===== src/rtl/latch_bank_arbiter.sv =====
// Round-robin arbiter driving a shared gated D-latch bank.
// Optional bank clear sequence: define LATCH_ARB_CLR_EN.
module latch_bank_arbiter #(
  parameter int NREQ      = 4,
  parameter int DW        = 8,
  parameter int SETUP_CYC = 1,
  parameter int GATE_CYC  = 2
) (
  input  logic               clk,
  input  logic               rst_n,
  input  logic [NREQ-1:0]    req,
  input  logic [NREQ*DW-1:0] wdat,
  output logic [NREQ-1:0]    gnt,
  output logic [NREQ-1:0]    done,
  output logic               busy,
  output logic [DW-1:0]      lat_d,
  output logic               lat_g,
  output logic               lat_clr
`ifdef LATCH_ARB_CLR_EN
  ,
  input  logic               clr_req,
  output logic               clr_ack
`endif
);

  localparam int IW   = (NREQ > 1) ? $clog2(NREQ) : 1;
  localparam int MAXC = (SETUP_CYC > GATE_CYC) ? SETUP_CYC : GATE_CYC;
  localparam int CW   = $clog2(MAXC) + 1;

  localparam logic [CW-1:0] SETUP_LD = CW'(SETUP_CYC - 1);
  localparam logic [CW-1:0] GATE_LD  = CW'(GATE_CYC - 1);

  typedef enum logic [2:0] {
    IDLE,
    SETUP,
    GATE,
    HOLD
`ifdef LATCH_ARB_CLR_EN
    ,
    CLEAR
`endif
  } state_e;

  state_e          state_q, state_d;
  logic [CW-1:0]   cnt_q, cnt_d;
  logic [IW-1:0]   ptr_q, ptr_d;
  logic [IW-1:0]   win_q, win_d;
  logic [DW-1:0]   lat_d_q, lat_d_d;
  logic            lat_g_q, lat_g_d;
  logic [NREQ-1:0] gnt_q, gnt_d;
  logic [NREQ-1:0] done_q, done_d;
  logic            busy_q, busy_d;
`ifdef LATCH_ARB_CLR_EN
  logic            lat_clr_q, lat_clr_d;
  logic            clr_ack_q, clr_ack_d;
`endif

  logic [DW-1:0]   slot [NREQ];
  logic            arb_en;
  logic [NREQ-1:0] arb_req;
  logic [IW-1:0]   arb_ptr;
  logic [IW-1:0]   nxt_ptr;
  logic [NREQ-1:0] win_oh;
  logic            in_txn;

  // First set bit at or after p, wrapping from NREQ-1 to 0.
  function automatic logic [IW-1:0] rr_pick(
    input logic [NREQ-1:0] r,
    input logic [IW-1:0]   p
  );
    logic [IW-1:0] sel;
    logic          hit;
    int            idx;
    sel = '0;
    hit = 1'b0;
    for (int k = 0; k < NREQ; k++) begin
      idx = int'(p) + k;
      if (idx >= NREQ) idx = idx - NREQ;
      if (!hit && r[IW'(idx)]) begin
        hit = 1'b1;
        sel = IW'(idx);
      end
    end
    return sel;
  endfunction

  always_comb begin
    for (int i = 0; i < NREQ; i++) begin
      slot[i] = wdat[i*DW +: DW];
    end
  end

  assign nxt_ptr = (win_q == IW'(NREQ - 1)) ?
                   '0 : win_q + IW'(1);

  always_comb begin
    state_d = state_q;
    cnt_d   = cnt_q;
    ptr_d   = ptr_q;
    win_d   = win_q;
    lat_d_d = lat_d_q;
    arb_en  = 1'b0;
    arb_req = req;
    arb_ptr = ptr_q;

    unique case (state_q)
      IDLE: begin
        arb_en = 1'b1;
      end
      SETUP: begin
        if (cnt_q == '0) begin
          state_d = GATE;
          cnt_d   = GATE_LD;
        end else begin
          cnt_d = cnt_q - CW'(1);
        end
      end
      GATE: begin
        if (cnt_q == '0) begin
          state_d = HOLD;
          cnt_d   = '0;
        end else begin
          cnt_d = cnt_q - CW'(1);
        end
      end
      HOLD: begin
        // current winner cannot chain into itself
        ptr_d   = nxt_ptr;
        arb_ptr = nxt_ptr;
        arb_req = req & ~gnt_q;
        arb_en  = 1'b1;
      end
`ifdef LATCH_ARB_CLR_EN
      CLEAR: begin
        arb_en = 1'b1;
      end
`endif
      default: begin
        state_d = IDLE;
      end
    endcase

    if (arb_en) begin
      if (|arb_req) begin
        win_d   = rr_pick(arb_req, arb_ptr);
        state_d = SETUP;
        cnt_d   = SETUP_LD;
        lat_d_d = slot[win_d];
      end else begin
        state_d = IDLE;
        cnt_d   = '0;
      end
    end

`ifdef LATCH_ARB_CLR_EN
    if (clr_req && (state_q == IDLE || state_q == HOLD)) begin
      state_d = CLEAR;
      cnt_d   = '0;
      win_d   = win_q;
      lat_d_d = '0;
    end
`endif
  end

  always_comb begin
    win_oh = NREQ'(1) << win_d;
    in_txn = (state_d == SETUP) ||
             (state_d == GATE)  ||
             (state_d == HOLD);
    gnt_d   = in_txn ? win_oh : '0;
    done_d  = (state_d == HOLD) ? win_oh : '0;
    lat_g_d = (state_d == GATE);
    busy_d  = (state_d != IDLE);
`ifdef LATCH_ARB_CLR_EN
    lat_clr_d = (state_d == CLEAR);
    clr_ack_d = (state_d == CLEAR);
`endif
  end

  always_ff @(posedge clk or negedge rst_n) begin
    if (!rst_n) begin
      state_q   <= IDLE;
      cnt_q     <= '0;
      ptr_q     <= '0;
      win_q     <= '0;
      lat_d_q   <= '0;
      lat_g_q   <= 1'b0;
      gnt_q     <= '0;
      done_q    <= '0;
      busy_q    <= 1'b0;
`ifdef LATCH_ARB_CLR_EN
      lat_clr_q <= 1'b0;
      clr_ack_q <= 1'b0;
`endif
    end else begin
      state_q   <= state_d;
      cnt_q     <= cnt_d;
      ptr_q     <= ptr_d;
      win_q     <= win_d;
      lat_d_q   <= lat_d_d;
      lat_g_q   <= lat_g_d;
      gnt_q     <= gnt_d;
      done_q    <= done_d;
      busy_q    <= busy_d;
`ifdef LATCH_ARB_CLR_EN
      lat_clr_q <= lat_clr_d;
      clr_ack_q <= clr_ack_d;
`endif
    end
  end

  assign gnt   = gnt_q;
  assign done  = done_q;
  assign busy  = busy_q;
  assign lat_d = lat_d_q;
  assign lat_g = lat_g_q;
`ifdef LATCH_ARB_CLR_EN
  assign lat_clr = lat_clr_q;
  assign clr_ack = clr_ack_q;
`else
  assign lat_clr = 1'b0;
`endif

  a_gnt_onehot: assert property (
    @(posedge clk) disable iff (!rst_n)
    $onehot0(gnt_q));

  a_g_clr_excl: assert property (
    @(posedge clk) disable iff (!rst_n)
    !(lat_g && lat_clr));

endmodule

===== config.mk =====
export PLATFORM = sky130hd
export DESIGN_NAME = latch_bank_arbiter
export DESIGN_NICKNAME = d
export VERILOG_FILES = /design/src/rtl/latch_bank_arbiter.sv
export SDC_FILE = /design/constraint.sdc
export NUM_CORES = 1
export LEC_CHECK = 0
export ABC_AREA = 1
export BUFFER_PORTS_ARGS = -buffer_cell sky130_fd_sc_hd__buf_2
export CORE_ASPECT_RATIO = 1.2
export CORE_MARGIN = 5
export CORE_UTILIZATION = 54
export CTS_BUF_LIST = sky130_fd_sc_hd__clkbuf_2
export DETAILED_ROUTE_END_ITERATION = 7
export GPL_TIMING_DRIVEN = 0
export MAX_ROUTING_LAYER = met4
export PLACE_DENSITY = 0.83
export SLEW_MARGIN = 20
export SYNTH_ARGS = -nofsm -noshare
export SYNTH_HDL_FRONTEND = slang
export SYNTH_SLANG_ARGS = --single-unit

===== constraint.sdc =====
create_clock -name clk -period 2.84 [get_ports clk]
set_input_delay 0.568 -clock clk [delete_from_list [all_inputs] [get_ports clk]]
set_output_delay 0.568 -clock clk [all_outputs]
set_load 0.005 [all_outputs]

**After elaboration in Yosys (flattened, before gate mapping)**

Index checks and enable logic that the tools add are counted.

- Add/subtract/negate cells: 9
- Order comparisons: 9
- Equality and inequality tests: 7
- Shifts and indexed selects: 1
- Muxes and demuxes: 59
- Bitwise gates (word level): 3
- Reductions and logical operators: 15

Operators by type and width:

| operator | number |
|---|---|
| 2-bit two-way mux | 25 |
| 1-bit two-way mux | 19 |
| 8-bit binary-select mux with 2-bit select | 1 |
| 2-bit by 4-bit less-than comparator with 1-bit output, second input constant | 4 |
| 8-bit two-way mux | 2 |
| 3-bit by 2-bit equality test with 1-bit output, second input constant | 4 |
| 3-bit greater-or-equal comparator, second input constant | 4 |
| 4-bit two-way mux | 3 |
| 2-bit by 1-bit subtractor with 2-bit output, second input constant | 5 |
| 3-bit two-way mux | 3 |
| 3-bit case mux with 3 select lines | 1 |
| 1-bit binary-select mux with 2-bit select | 4 |
| 2-bit by 2-bit adder with 3-bit output, second input constant | 2 |
| 3-bit by 1-bit equality test with 1-bit output, second input constant | 2 |
| 3-bit nonzero test | 2 |
| 4-bit bitwise AND | 1 |
| 4-bit NOT | 1 |
| 2-bit case mux with 2 select lines | 1 |
| 4-bit OR reduction | 1 |
| 1-bit by 2-bit << shifter with 4-bit output, first input constant | 1 |
| 2-bit by 1-bit adder with 3-bit output, second input constant | 1 |
| 2-bit by 3-bit greater-or-equal comparator with 1-bit output, second input constant | 1 |
| 1-bit logical AND | 3 |
| 1-bit zero test | 3 |
| 8 further kinds | 9 |

- Register bits after elaboration: 27
- Bits of input ports: 38

**Depth between registers and ports, before layout**

- Depth in word-level cells: 32
- Gate-level depth with buffers: 19
- Gate-level depth less buffers: 19

**Worst setup path after synthesis**

Ideal clock, no wire load.

- Kind: reg2reg
- Start: register win_q[0]
- End: register lat_d_q[1] (netlist: lat_d[1])
- Library setup time: 0.117 ns
- Arrival time: 1.918 ns
- Data required time: 2.723 ns
- Slack: 0.806 ns
- Stages on the path, launching flop included: 19
- Buffers on the path: 1
- Period minus slack after synthesis: 2.034 ns
- Cells stage by stage: dfrtp_1 ha_1 nor2_1 inv_1 nand2_4 nand2_8 nand2_1 nand2_1 nand2_1 nand2_2 nor2_4 nand2_2 nand3_4 buf_4 nand3_1 nand3_1 nand2_1 nand2_1 nand2_1

- Word-level cells in the longest chain between the ends: 32
- Elaborated cells between the ends (all ways): 64
- Those cells by class: 8 x add/sub; 4 x order compare; 1 x eq/ne; 44 x mux; 1 x bitwise; 6 x reduce/logical

Ends and longest elaborated chain:

| what | RTL line | source |
|---|---|---|
| start, declared | 47 | `logic [IW-1:0] win_q, win_d;` |
| start signal, assigned | 199 | `win_q <= win_d;` |
| 2-bit by 1-bit adder with 2-bit output / 2-bit equality test (equally long branches) | 94, 93 |  |
| 2-bit two-way mux (*) | 93 | `assign nxt_ptr = (win_q == IW'(NREQ - 1)) ?` |
| 2-bit two-way mux (*) | n/a |  |
| 2-bit by 3-bit greater-or-equal comparator with 1-bit output / 2-bit by 1-bit subtractor with 2-bit output (equally long branches) | 78 | `if (idx >= NREQ) idx = idx - NREQ;` |
| 2-bit two-way mux | 78 |  |
| 2-bit two-way mux | 144 | `if (\|arb_req) begin` |
| 2-bit two-way mux | 143 | `if (arb_en) begin` |
| 1-bit binary-select mux with 2-bit select | 79 | `if (!hit && r[IW'(idx)]) begin` |
| [15 not listed] | n/a |  |
| 1-bit zero test | 79 |  |
| 1-bit logical AND | 79 |  |
| 2-bit two-way mux (*) | 79 |  |
| 2-bit two-way mux (*) | 144 |  |
| 2-bit two-way mux (*) | 143 |  |
| 2-bit NOT with 3-bit output (not written as such) (*) | 148 | `lat_d_d = slot[win_d];` |
| 8-bit binary-select mux with 2-bit select (*) | 148 |  |
| 8-bit two-way mux (not written as such) (*) (2 in series) | 148 |  |
| end signal, assigned | 200 | `lat_d_q <= lat_d_d;` |
| end, declared | 48 | `logic [DW-1:0] lat_d_q, lat_d_d;` |

Mark *: on every way between the ends. The rest lies on a longest branch, timed or not. The select of a mux whose other input is x is not followed.
A chain may end at the register's enable or synchronous reset.

**Worst setup path in the final report**

- Start: register state_q[1]
- End: register gnt_q[1] (netlist: gnt[1])

- Elaborated cells between the ends (all ways): 79
- Those cells by class: 7 x add/sub; 4 x order compare; 6 x eq/ne; 1 x shift; 50 x mux; 11 x reduce/logical

RTL lines:

| what | RTL line | source |
|---|---|---|
| start, declared | 44 | `state_e state_q, state_d;` |
| start signal, assigned | 196 | `state_q <= state_d;` |
| 3-bit by 2-bit equality test with 1-bit output | 106 | `unique case (state_q)` |
| 4-bit two-way mux | 106 |  |
| 4-bit OR reduction | 144 |  |
| 1-bit two-way mux | 144 |  |
| 3-bit two-way mux (*) | 143 |  |
| net state_d[0] | 44 |  |
| 3-bit by 1-bit equality test with 1-bit output / 3-bit by 2-bit equality test with 1-bit output (equally long branches) | 167, 168 |  |
| 1-bit logical OR | 167 | `in_txn = (state_d == SETUP) \|\|` |
| 1-bit logical OR (*) | 168 | `(state_d == GATE) \|\|` |
| 4-bit two-way mux (*) | 170 | `gnt_d = in_txn ? win_oh : '0;` |
| net gnt_d[1] | 50 | `logic [NREQ-1:0] gnt_q, gnt_d;` |
| end signal, assigned | 202 | `gnt_q <= gnt_d;` |
| end, declared | 50 |  |

Mark *: on every way through the listed nets, which the timed path passes. The rest lies on a longest branch. The select of a mux whose other input is x is not followed.

==> metrics.md <==
| Metric | Value |
|---|---|
| Fmax | `0.4168 GHz` |
| Initial Utilization | `54.48%` |
| Internal power | `1227 uW` |
| Register area share after synthesis | `between 30% and 40%` |
| Filler cells | `344` |
| I/O Buffers | `55` |
| Max-cap viol count | `0` |
| Final min period | `2399 ps` |
| GRT Util Overall | `18.83%` |
| CP Max Fanout | `10` |
| Fin cells | `384` |
| CTS tree | `yes` |
| Vias in the first global route | `1648` |
| Total die area | `between 4000 and 5000 sq um` |
| Inst Count DP | `380` |
| Max-slew violations | `0` |
| Drt first pass iters | `5` |
| Mapped Cells | `285` |
| Post-DP Area | `2275 sq um` |
| First-pass GRT wire length | `between 7000 and 8000 um` |
| Setup TNS | `0 ps` |
| Antenna violations before repair | `0` |
| I/O pin cnt | `57` |
| EDFF count, synth | `0` |
| FFs w/ async S/R, synth | `100.0%` |
| Setup Buffers After CTS | `0` |
| Critical path class | `reg -> reg` |
| Layout cell share with drive strength beyond 1 | `28.41%` |
| Mean Syn Cell Area | `6.831 sq um` |
| Switch share | `between 50% and 60%` |
| Setup slack, reg-to-reg | `~440 ps` |
| Register bit total from synthesis | `27` |
| Logic pwr share | `72.0%` |
| Vias after detailed routing | `1858` |
| VDD IR max | `0.5626 mV` |
| Antenna-violating nets left | `0` |
| Rel. slew slack | `62.15%` |
| Worst R2R Path Depth | `12` |
| Power Total | `2667 uW` |
| Post-synth top area share | `34.70%` |
| Detailed placement HPWL | `between 3000 and 4000 um` |
| Root buffer cell | `clkbuf_2` |
| H-Tree Depth | `1` |
| P_sw | `1439 uW` |
| Cts bufs inserted | `3` |
| Hold Crit Class | `in -> async` |
| Outcome | `finished, final reports clean` |
| Largest net degree at the start of global routing | `28` |
| Worst setup SP type | `register` |
| NumNets Final | `slightly below 400` |
| Final WS setup | `roughly 440 ps` |
| Largest cells by area after synthesis | `dfrtp_1 35%, nand2_1 19%, nand3_1 12%, inv_1 8.9%, nand3_4 3.6%` |
| Rows | `24` |
| Vias per cell | `4.839` |
| Clock Power Share | `approximately 5.2%` |
| Primary FF master, synth | `dfrtp_1` |
| Area Growth Syn to Fin | `17.87%` |
| Place WS | `413.3 ps` |
| Die Y | `75.78 um` |
| CP arrival | `between 2000 and 3000 ps` |
| Number of warnings issued by yosys | `0` |
| Clk buf depth | `2` |
| Clock transition at path regs | `240 ps` |
| CTS resizes | `0` |
| DRC | `0` |
| Clock Skews | `14.70 ps` |
| RSZ-0062 raised after global routing | `no` |
| Mapped cell area | `around 1900 sq um` |
| Crit path capture type | `register` |
| Drt wl/cell | `11.46 um` |
| Worst Max-Slew Pin Slew | `567.8 ps` |
| Clock latency on the worst-skew pair | `360 ps` |
| Worst Path Required | `3100 ps` |
| Netlist cell types | `30` |
| # setup viols final | `0` |
| Final hold vios | `0` |
| Final worst path period share | `between 80% and 90%` |
| Core area | `approximately 3600 sq um` |
| Gr ovfl total | `0` |
| Clock sink count | `27` |
| Diode count | `0` |
| Final WL | `between 4000 and 5000 um` |
| Post-synth top area cell | `dfrtp_1` |
| Die width | `roughly 65 um` |
| Pleak | `~0.0014 uW` |
| Reg power frac | `between 20 and 25%` |
| Routability cong. | `0.9276` |
| Cts hold-fix bufs | `0` |
| Cell area after layout | `2295 sq um` |
| Number of DRC markers in iteration 0 | `~130` |
| Power Density | `1162 nW/um^2` |
==> cells in the mapped netlist (2+ instances only) <==
library cell  number
nand3_4            4
nand2_2            8
inv_2              5
o21ai_0            3
buf_6              2
nor2_1            14
nand2_4            3
nand3_2            3
nand3_1           45
inv_1             46
nand2_1           98
nor2_2             3
o21ai_4            2
or2_2              2
nor3_1             3
dfrtp_1           27
buf_4              3
nand4_1            2
==> registers in the layout (all words and copies together), names as in the netlist <==
signal / flops
ptr_q: 2
busy: 1
lat_d: 8
gnt: 4
state_q: 3
cnt_q: 2
win_q: 2
lat_g: 1
done: 4
==> metrics by stage <==
| stage | hold slack [ps] | utilization (%) |
|---|---|---|
| 3_5_place_dp | 467.0 | 63.66 |
| 5_1_grt | 151.4 | 64.22 |
| 3_3_place_gp | 461.9 | 63.66 |
| 2_1_floorplan | 272.4 | - |
| 4_1_cts | 173.9 | 64.22 |
| 6_report | 153.9 | 64.22 |
==> final timing paths <==
check	from	end
max	state_q[1]	gnt[1]
min	rst_n	win_q[0]
max reg2reg	state_q[1]	gnt[1]
min reg2reg	lat_d[2]	lat_d[2]
max in group asynchronous	rst_n	lat_g
min in group clk	lat_d[2]	lat_d[2]
==> cell type report <==
type                       instances  area [sq um]  area share [%]
multi-input combinational        201          1030           44.87
sequential                        27         675.6           29.44
timing repair buffer              55         275.3           12.00
inverter                          52         195.2           8.506
buffer                             6         50.05           2.181
tap                               39         48.80           2.127
clock buffer                       3         15.01          0.6543
clock inverter                     1         5.005          0.2181
==> routing by layer <==
metal	global-route usage, %	vias to the layer above	wire length (um)
met4	7.512	0	71
li1	-	994	-
met2	32.50	35	2211
met5	-	-	0
met1	22.87	822	1953
met3	1.770	7	165
==> placed cells by master (no fill, tap or decap) <==
| master | synthesis | routed |
|---|---|---|
| nor2_1 | 14 | 14 |
| nand4_1 | 2 | 2 |
| nor3_2 | 1 | 1 |
| nand2_8 | 1 | 1 |
| inv_2 | 5 | 5 |
| clkbuf_2 | 0 | 3 |
| buf_6 | 2 | 2 |
| a21oi_1 | 1 | 1 |
| or2_2 | 2 | 2 |
| o21ai_0 | 3 | 3 |
| nand2_2 | 8 | 8 |
| clkinv_2 | 0 | 1 |
| nor2_2 | 3 | 3 |
| nand3_4 | 4 | 4 |
| nand3_1 | 45 | 45 |
| nand2_4 | 3 | 3 |
| nor4_1 | 1 | 1 |
| o21ai_1 | 1 | 1 |
| nor3_1 | 3 | 3 |
| buf_2 | 1 | 56 |
| a31oi_1 | 1 | 1 |
| o211a_1 | 1 | 1 |
| inv_1 | 46 | 46 |
| ha_1 | 1 | 1 |
| nand3_2 | 3 | 3 |
| buf_4 | 3 | 3 |
| nor2_4 | 1 | 1 |
| clkinv_1 | 1 | 1 |
| nand2_1 | 98 | 98 |
| conb_1 | 1 | 2 |
| o21ai_4 | 2 | 2 |
| dfrtp_1 | 27 | 27 |
==> worst max-delay path, cell delays in order, from the launching register on <==
cell	delay, ps
dfrtp_1	500
nand2_1	110
nor2_2	50
buf_6	150
nand2_1	50
nand2_1	80
nor4_1	390
nor2_2	160
inv_2	140
buf_2	240
nand3_2	130
nor2_2	210
nor2_1	100
==> power by group through the flow <==
| stage | registers [uW] | clock network (uW) | logic [uW] |
|---|---|---|---|
| floorplan | 618 | 0 | 1460 |
| global placement | 615 | 0 | 1870 |
| detailed placement | 616 | 0 | 1920 |
| CTS | 607 | 142 | 1930 |
| global route | 623 | 164 | 2160 |
| finish | 606 | 140 | 1920 |
==> cells by family after synthesis <==
family	share of synthesized area (%)
compound gates	3.791
fa+ha+maj	0.6426
simple gates	48.07
other cells	0.1926
buf+inv	12.60
flops	34.70
Note: power is estimated with default switching activity, not from simulation.
